$ cat src/rtl/key_event_pkg.sv
`default_nettype none
// ==========================================================================
// key_event_pkg - event codes, key FSM states and sizing helper | Rev 1.0
// ==========================================================================
package key_event_pkg;

  typedef enum logic [1:0] {
    EVT_SHORT  = 2'b00,
    EVT_LONG   = 2'b01,
    EVT_DOUBLE = 2'b10
  } evt_type_e;

  typedef enum logic [2:0] {
    IDLE   = 3'd0,
    PRESS1 = 3'd1,
    HOLD   = 3'd2,
    WAIT2  = 3'd3,
    PRESS2 = 3'd4
  } key_state_e;

  function automatic int cnt_width(input int a, input int b);
    return $clog2((a > b) ? a : b) + 1;
  endfunction

endpackage
`default_nettype wire

$ cat src/rtl/key_event_fsm.sv
`default_nettype none
// ==========================================================================
// key_event_fsm - per-key edge detect, counter and click classifier | Rev 1.0
// ==========================================================================
module key_event_fsm
  import key_event_pkg::*;
#(
  parameter int LONG_CNT   = 50_000_000,
  parameter int DCLICK_WIN = 12_500_000,
  parameter int CNT_W      = 27
) (
  input  logic       clk,
  input  logic       rst,
  input  logic       key_level,
  output logic       emit,
  output logic [1:0] emit_type
);

  localparam logic [CNT_W-1:0] LONG_LAST = CNT_W'(LONG_CNT - 1);
  localparam logic [CNT_W-1:0] WIN_LAST  = CNT_W'(DCLICK_WIN - 1);

  key_state_e       state_q, state_d;
  logic [CNT_W-1:0] cnt_q, cnt_d;
  evt_type_e        type_q, type_d;
  logic             emit_q, emit_d;
  logic             key_prev_q, key_prev_d;
  logic             prev_vld_q, prev_vld_d;
  logic             press, rls;

  always_comb begin
    // no edges until key_prev has captured a real level after reset
    press      = prev_vld_q & key_prev_q & ~key_level;
    rls        = prev_vld_q & ~key_prev_q & key_level;
    state_d    = state_q;
    cnt_d      = cnt_q;
    type_d     = type_q;
    emit_d     = 1'b0;
    key_prev_d = key_level;
    prev_vld_d = 1'b1;
    case (state_q)
      IDLE: begin
        if (press) begin
          state_d = PRESS1;
          cnt_d   = '0;
        end
      end
      PRESS1: begin
        if (rls) begin
          state_d = WAIT2;
          cnt_d   = '0;
        end else if (cnt_q == LONG_LAST) begin
          state_d = HOLD;
          emit_d  = 1'b1;
          type_d  = EVT_LONG;
        end else begin
          cnt_d = cnt_q + CNT_W'(1);
        end
      end
      HOLD: begin
        if (rls) state_d = IDLE;
      end
      WAIT2: begin
        // a press landing on the expiry cycle still counts as the second click
        if (press) begin
          state_d = PRESS2;
        end else if (cnt_q == WIN_LAST) begin
          state_d = IDLE;
          emit_d  = 1'b1;
          type_d  = EVT_SHORT;
        end else begin
          cnt_d = cnt_q + CNT_W'(1);
        end
      end
      PRESS2: begin
        if (rls) begin
          state_d = IDLE;
          emit_d  = 1'b1;
          type_d  = EVT_DOUBLE;
        end
      end
      default: state_d = IDLE;
    endcase
  end

  always_ff @(posedge clk) begin
    if (rst) begin
      state_q    <= IDLE;
      cnt_q      <= '0;
      type_q     <= EVT_SHORT;
      emit_q     <= 1'b0;
      key_prev_q <= 1'b1;
      prev_vld_q <= 1'b0;
    end else begin
      state_q    <= state_d;
      cnt_q      <= cnt_d;
      type_q     <= type_d;
      emit_q     <= emit_d;
      key_prev_q <= key_prev_d;
      prev_vld_q <= prev_vld_d;
    end
  end

  assign emit      = emit_q;
  assign emit_type = type_q;

endmodule
`default_nettype wire

$ cat src/rtl/key_event_ctrl.sv
`default_nettype none
// ==========================================================================
// key_event_ctrl - key click classifiers merged by RR arbiter to one stream | Rev 1.0
// ==========================================================================
module key_event_ctrl
  import key_event_pkg::*;
#(
  parameter int KEY_NUM    = 4,
  parameter int LONG_CNT   = 50_000_000,
  parameter int DCLICK_WIN = 12_500_000,
  parameter int ID_W       = (KEY_NUM > 1) ? $clog2(KEY_NUM) : 1
) (
  input  logic               clk,
  input  logic               rst,
  input  logic [KEY_NUM-1:0] key_level,
  output logic               evt_valid,
  input  logic               evt_ready,
  output logic [ID_W-1:0]    evt_key,
  output logic [1:0]         evt_type,
  output logic               evt_drop
);

  localparam int CNT_W = cnt_width(LONG_CNT, DCLICK_WIN);

  logic [KEY_NUM-1:0] emit_w;
  logic [1:0]         emit_type_w [KEY_NUM];

  for (genvar g = 0; g < KEY_NUM; g++) begin : g_key
    key_event_fsm #(
      .LONG_CNT   (LONG_CNT),
      .DCLICK_WIN (DCLICK_WIN),
      .CNT_W      (CNT_W)
    ) u_fsm (
      .clk       (clk),
      .rst       (rst),
      .key_level (key_level[g]),
      .emit      (emit_w[g]),
      .emit_type (emit_type_w[g])
    );
  end

  logic [KEY_NUM-1:0] pend_v_q, pend_v_d;
  logic [1:0]         pend_t_q [KEY_NUM];
  logic [1:0]         pend_t_d [KEY_NUM];
  logic [ID_W-1:0]    rr_q, rr_d;
  logic               evt_valid_q, evt_valid_d;
  logic [ID_W-1:0]    evt_key_q, evt_key_d;
  logic [1:0]         evt_type_q, evt_type_d;
  logic               evt_drop_q, evt_drop_d;

  logic               load;
  logic               found;
  logic [ID_W-1:0]    win;
  logic [KEY_NUM-1:0] grant;
  int                 idx;

  // rotating search: first pending slot at or after the RR pointer
  always_comb begin
    load  = ~evt_valid_q | evt_ready;
    found = 1'b0;
    win   = '0;
    idx   = 0;
    for (int i = 0; i < KEY_NUM; i++) begin
      idx = int'(rr_q) + i;
      if (idx >= KEY_NUM) idx = idx - KEY_NUM;
      if (!found && pend_v_q[ID_W'(idx)]) begin
        found = 1'b1;
        win   = ID_W'(idx);
      end
    end
    for (int k = 0; k < KEY_NUM; k++) begin
      grant[k] = load & found & (win == ID_W'(k));
    end
  end

  always_comb begin
    pend_v_d    = pend_v_q;
    pend_t_d    = pend_t_q;
    evt_drop_d  = 1'b0;
    evt_valid_d = evt_valid_q;
    evt_key_d   = evt_key_q;
    evt_type_d  = evt_type_q;
    rr_d        = rr_q;
    for (int k = 0; k < KEY_NUM; k++) begin
      if (emit_w[k]) begin
        // a slot being granted this cycle frees up in time for the new event
        if (pend_v_q[k] && !grant[k]) begin
          evt_drop_d = 1'b1;
        end else begin
          pend_v_d[k] = 1'b1;
          pend_t_d[k] = emit_type_w[k];
        end
      end else if (grant[k]) begin
        pend_v_d[k] = 1'b0;
      end
    end
    if (load) begin
      evt_valid_d = found;
      if (found) begin
        evt_key_d  = win;
        evt_type_d = pend_t_q[win];
        rr_d       = (win == ID_W'(KEY_NUM - 1)) ? '0 : win + ID_W'(1);
      end
    end
  end

  always_ff @(posedge clk) begin
    if (rst) begin
      pend_v_q    <= '0;
      for (int k = 0; k < KEY_NUM; k++) pend_t_q[k] <= 2'b00;
      rr_q        <= '0;
      evt_valid_q <= 1'b0;
      evt_key_q   <= '0;
      evt_type_q  <= 2'b00;
      evt_drop_q  <= 1'b0;
    end else begin
      pend_v_q    <= pend_v_d;
      pend_t_q    <= pend_t_d;
      rr_q        <= rr_d;
      evt_valid_q <= evt_valid_d;
      evt_key_q   <= evt_key_d;
      evt_type_q  <= evt_type_d;
      evt_drop_q  <= evt_drop_d;
    end
  end

  assign evt_valid = evt_valid_q;
  assign evt_key   = evt_key_q;
  assign evt_type  = evt_type_q;
  assign evt_drop  = evt_drop_q;

endmodule
`default_nettype wire

$ cat config.mk
export PLATFORM = sky130hd
export DESIGN_NAME = key_event_ctrl
export DESIGN_NICKNAME = d
export VERILOG_FILES = /design/src/rtl/key_event_pkg.sv /design/src/rtl/key_event_fsm.sv /design/src/rtl/key_event_ctrl.sv
export SDC_FILE = /design/constraint.sdc
export NUM_CORES = 1
export LEC_CHECK = 0
export ABC_AREA = 1
export ABC_CLOCK_PERIOD_IN_PS = 3600
export BUFFER_PORTS_ARGS = -buffer_cell sky130_fd_sc_hd__buf_2
export CAP_MARGIN = 20
export CELL_PAD_IN_SITES_DETAIL_PLACEMENT = 2
export CELL_PAD_IN_SITES_GLOBAL_PLACEMENT = 2
export CORE_AREA = 2 2 206 208
export DETAILED_ROUTE_END_ITERATION = 12
export DIE_AREA = 0 0 208 210
export GPL_ROUTABILITY_DRIVEN = 0
export PLACE_DENSITY_LB_ADDON = 0.1
export SLEW_MARGIN = 0
export SYNTH_ARGS = -nofsm -noshare
export SYNTH_HDL_FRONTEND = slang
export SYNTH_SLANG_ARGS = --single-unit
$ cat constraint.sdc
create_clock -name clk -period 3.6 [get_ports clk]
set_clock_uncertainty 0.2 [all_clocks]
set_input_delay 0.18 -clock clk [delete_from_list [all_inputs] [get_ports clk]]
set_output_delay 0.18 -clock clk [all_outputs]
set_load 0.02 [all_outputs]
==> summary.txt <==
Status
  • Status: finished clean

Timing
  • Max-slew headroom: 0.365
  • Fin crit share: 0.802
  • Slew Limit Fails: 0
  • Worst slew pin tran: 951 ps
  • Fin Setup TNS: 0 ps
  • Fin. Hold Viols: 0
  • RSZ-0062 raised after global routing: no
  • Setup violators final: 0
  • Final min period: 2890 ps
  • WHS: 264 ps
  • Fmax: 0.347 GHz

Pwr
  • Power density over the cells: 491 nW/um^2
  • Peak supply drop: 0.353 mV
  • Leakage: 3.92 nW

GRT
  • Largest net degree at the start of global routing: 44
  • Initial antenna violation count: 0
  • Overflow after GRT: 0
  • Number of global-route vias before repair: 11900
  • Total track usage: 0.188
  • First-pass GRT wire length: 65500 um

Clock network
  • CTS Buf Count: 17
  • CTS H-Tree Depth: 4
  • Post CTS Setup Buffer Count: 0
  • Sink Count: 157
  • CTS tree: built
  • Skew-Pair Late Insertion Delay: 490 ps
  • Root Driver: clkbuf_16
  • Clock-pin slew on the worst setup and hold paths: 70 ps
  • Clock Path Buffers: 2

Setup path
  • Critical path endpoint category: flip-flop
  • CP startpoint: g_key[3].u_fsm.prev_vld_q
  • Worst Path Required: 3760 ps
  • R2R depth: 11
  • Worst setup endpoint: g_key[3].u_fsm.cnt_q[20]
  • CP Launch Type: flip-flop
  • Reg-to-reg slack, setup: 710 ps
  • Crit-path max FO: 23
  • Setup Crit Path Kind: flip-flop to flip-flop
  • Worst r2r src: g_key[3].u_fsm.prev_vld_q
  • WP data arrival: 3040 ps
  • R2r endpoint: g_key[3].u_fsm.cnt_q[20]

Synth
  • Syn nets: 1683
  • Synth cell types: 50
  • FF+latch count, synth: 157
  • Number of flops mapped to enable cells by yosys: 0
  • Top_reg_cell synth: dfxtp_1
  • Synth Instances: 1671
  • Warnings from Yosys: 0
  • Async set-or-reset flop fraction in the synthesized netlist: 0
  • Post-synthesis sequential area ratio: 0.307
  • Mapped cell area: 10200 um^2
  • Post-Syn Area per Cell: 6.12 um^2

Cells and area
  • Fill count: 5098
  • Layout cells sized above 1: 0.0689
  • Ant. Diodes: 0
  • NumNets Final: 1683
  • Area Growth Syn to Fin: 11.5%

Routing
  • Post-Route WL: 39100 um
  • DR iter-0 viols: 372
  • Average wire per standard cell: 17.6 um
  • Wl on met1: 18700 um
  • Via count: 10800
  • Top routing layer in use: met4
  • # DRC: 0
  • Pre-antenna DRT Iters: 4
  • Met2 WL: 19200 um
  • DR vias/cell: 4.88
  • Met3 Wirelength: 643 um
  • ANT nets after route: 0

Placed design
  • Input/output buffers: 12
  • HPWL after DPL: 29400 um

Die
  • IO Pins: 13
  • Die Height: 210 um
  • Core Box Area: 41500 um^2
  • Initial core utilization: 0.247
  • Die W: 208 um
  • Cell Rows: 75
  • Die area: 43700 um^2

Worst hold path
  • Hold crit path type: flip-flop to flip-flop

Flow run
  • Maxcap violations: 0
-- worst max-delay path: stages, from the launching register on --
cell      delay, ps
dfxtp_1         450
inv_2           140
nor3_2          200
buf_4           320
nor2_1          130
clkinv_1         60
o21ai_1          80
nor2_2          550
buf_4           350
nand3_1         130
nand2_1          90
nor2_1           40
-- layer usage --
layer | up-vias | track usage
met3 | 29 | 0.0313
li1 | 5454 | -
met1 | 5317 | 0.240
met2 | 49 | 0.325
met5 | - | 0
met4 | 0 | 0.0550
-- cells in the mapped netlist (3+ instances only) --
master / count / area share
nor2_4: 3 / 0.0033
o21ai_0: 38 / 0.019
nor2_2: 10 / 0.0061
nor3_1: 52 / 0.025
o21ai_1: 9 / 0.0044
buf_2: 10 / 0.0049
buf_4: 7 / 0.0051
a21oi_1: 116 / 0.057
nand3_2: 7 / 0.0068
nand2_1: 492 / 0.18
xor2_1: 27 / 0.023
buf_6: 6 / 0.0066
nor4_1: 12 / 0.0073
nand3b_1: 4 / 0.0029
dfxtp_1: 157 / 0.31
a31oi_1: 4 / 0.0024
nand3_1: 134 / 0.066
clkbuf_1: 27 / 0.0099
ha_1: 5 / 0.0061
a2111oi_0: 3 / 0.0026
nand4_1: 40 / 0.024
a211oi_1: 52 / 0.038
nor3_2: 6 / 0.0059
inv_1: 179 / 0.066
or2_2: 4 / 0.0024
xnor2_1: 4 / 0.0034
o2111a_1: 4 / 0.0044
nor3b_1: 6 / 0.0044
a21o_1: 3 / 0.0022
inv_2: 19 / 0.0070
nor2_1: 207 / 0.076
-- cells in the final DEF (no fill, tap or decap), types with 5 or more instances in the layout --
cell type      count
inv_1            179
dfxtp_1          157
ha_1               5
xor2_1            27
inv_2             19
nor3b_1            6
o21ai_1            9
nand2_1          492
o21ai_0           38
buf_4             15
nand4_1           40
a21oi_1          116
dlygate4sd3_1      6
nand3_2            7
nor3_1            52
nor2_1           207
clkinv_2           5
buf_2             11
clkbuf_16         17
a211oi_1          52
nor4_1            12
nor3_2             6
nor2_2            10
nand3_1          134
-- stage by stage --
| stage | cells | area, um^2 | setup slack (ps) | util | power [W] |
|---|---|---|---|---|---|
| 6_report | 2222 | 11400 | 714 | 0.275 | 0.00560 |
| 5_1_grt | 2222 | 11400 | 351 | 0.275 | 0.00607 |
| 4_1_cts | 2222 | 11400 | 636 | 0.275 | 0.00576 |
| 3_5_place_dp | 2185 | 10800 | 669 | 0.260 | 0.00389 |
| 3_3_place_gp | 2185 | 10800 | 768 | 0.260 | 0.00385 |
| 2_1_floorplan | 1671 | 10200 | 1440 | - | 0.00335 |
-- logic make-up after synthesis --
family                     Yosys count  synth area share
DFF                                157             0.307
adders and majority gates            5           0.00611
and+or+nand+nor                    991             0.425
xor gates and xnor gates            31            0.0265
buffers and inverters              252             0.101
AOI/OAI and AO/OA                  235             0.135
-- how the worst min path moves through the flow --
stage / startpoint / end / cells past startpoint
after floorplan: key_level[2] / g_key[2].u_fsm.key_prev_q / 1
after global placement: pend_t_q[7] / pend_t_q[7] / 2
after detailed placement: pend_t_q[3] / pend_t_q[3] / 2
after CTS: key_level[0] / g_key[0].u_fsm.key_prev_q / 4
after global routing: pend_t_q[7] / pend_t_q[7] / 2
final: pend_t_q[7] / pend_t_q[7] / 2
-- flip-flops by register name, summed over array words and instances (netlist names), 2 cells and up --
| signal | cells |
|---|---|
| g_key.u_fsm.cnt_q | 108 |
| g_key.u_fsm.state_q | 12 |
| g_key.u_fsm.emit_type | 8 |
| pend_t_q | 8 |
| g_key.u_fsm.emit | 4 |
| g_key.u_fsm.key_prev_q | 4 |
| pend_v_q | 4 |
| evt_key | 2 |
| evt_type | 2 |
| rr_q | 2 |
-- repair_timing --
action	4_1_cts	5_1_grt
gates resized for setup	0	0
hold buffers	6	0
endpoints found under the hold margin	32	0
-- where the power goes --
part           total, W  switching [W]  leakage, nW  internal, W
clock network   0.00180       0.000826        0.267     0.000975
registers       0.00193       0.000100         1.27      0.00183
logic           0.00187        0.00143         2.39     0.000440
-- final cells by class --
type | instances | area, um^2 | area share
clock buffer | 20 | 457 | 0.0400
tap | 539 | 674 | 0.0591
multi-input combinational | 1262 | 6060 | 0.531
sequential | 157 | 3140 | 0.275
timing repair buffer | 32 | 228 | 0.0200
clock inverter | 11 | 95.1 | 0.00833
inverter | 201 | 757 | 0.0663
Power figures use the tool's default switching activity.
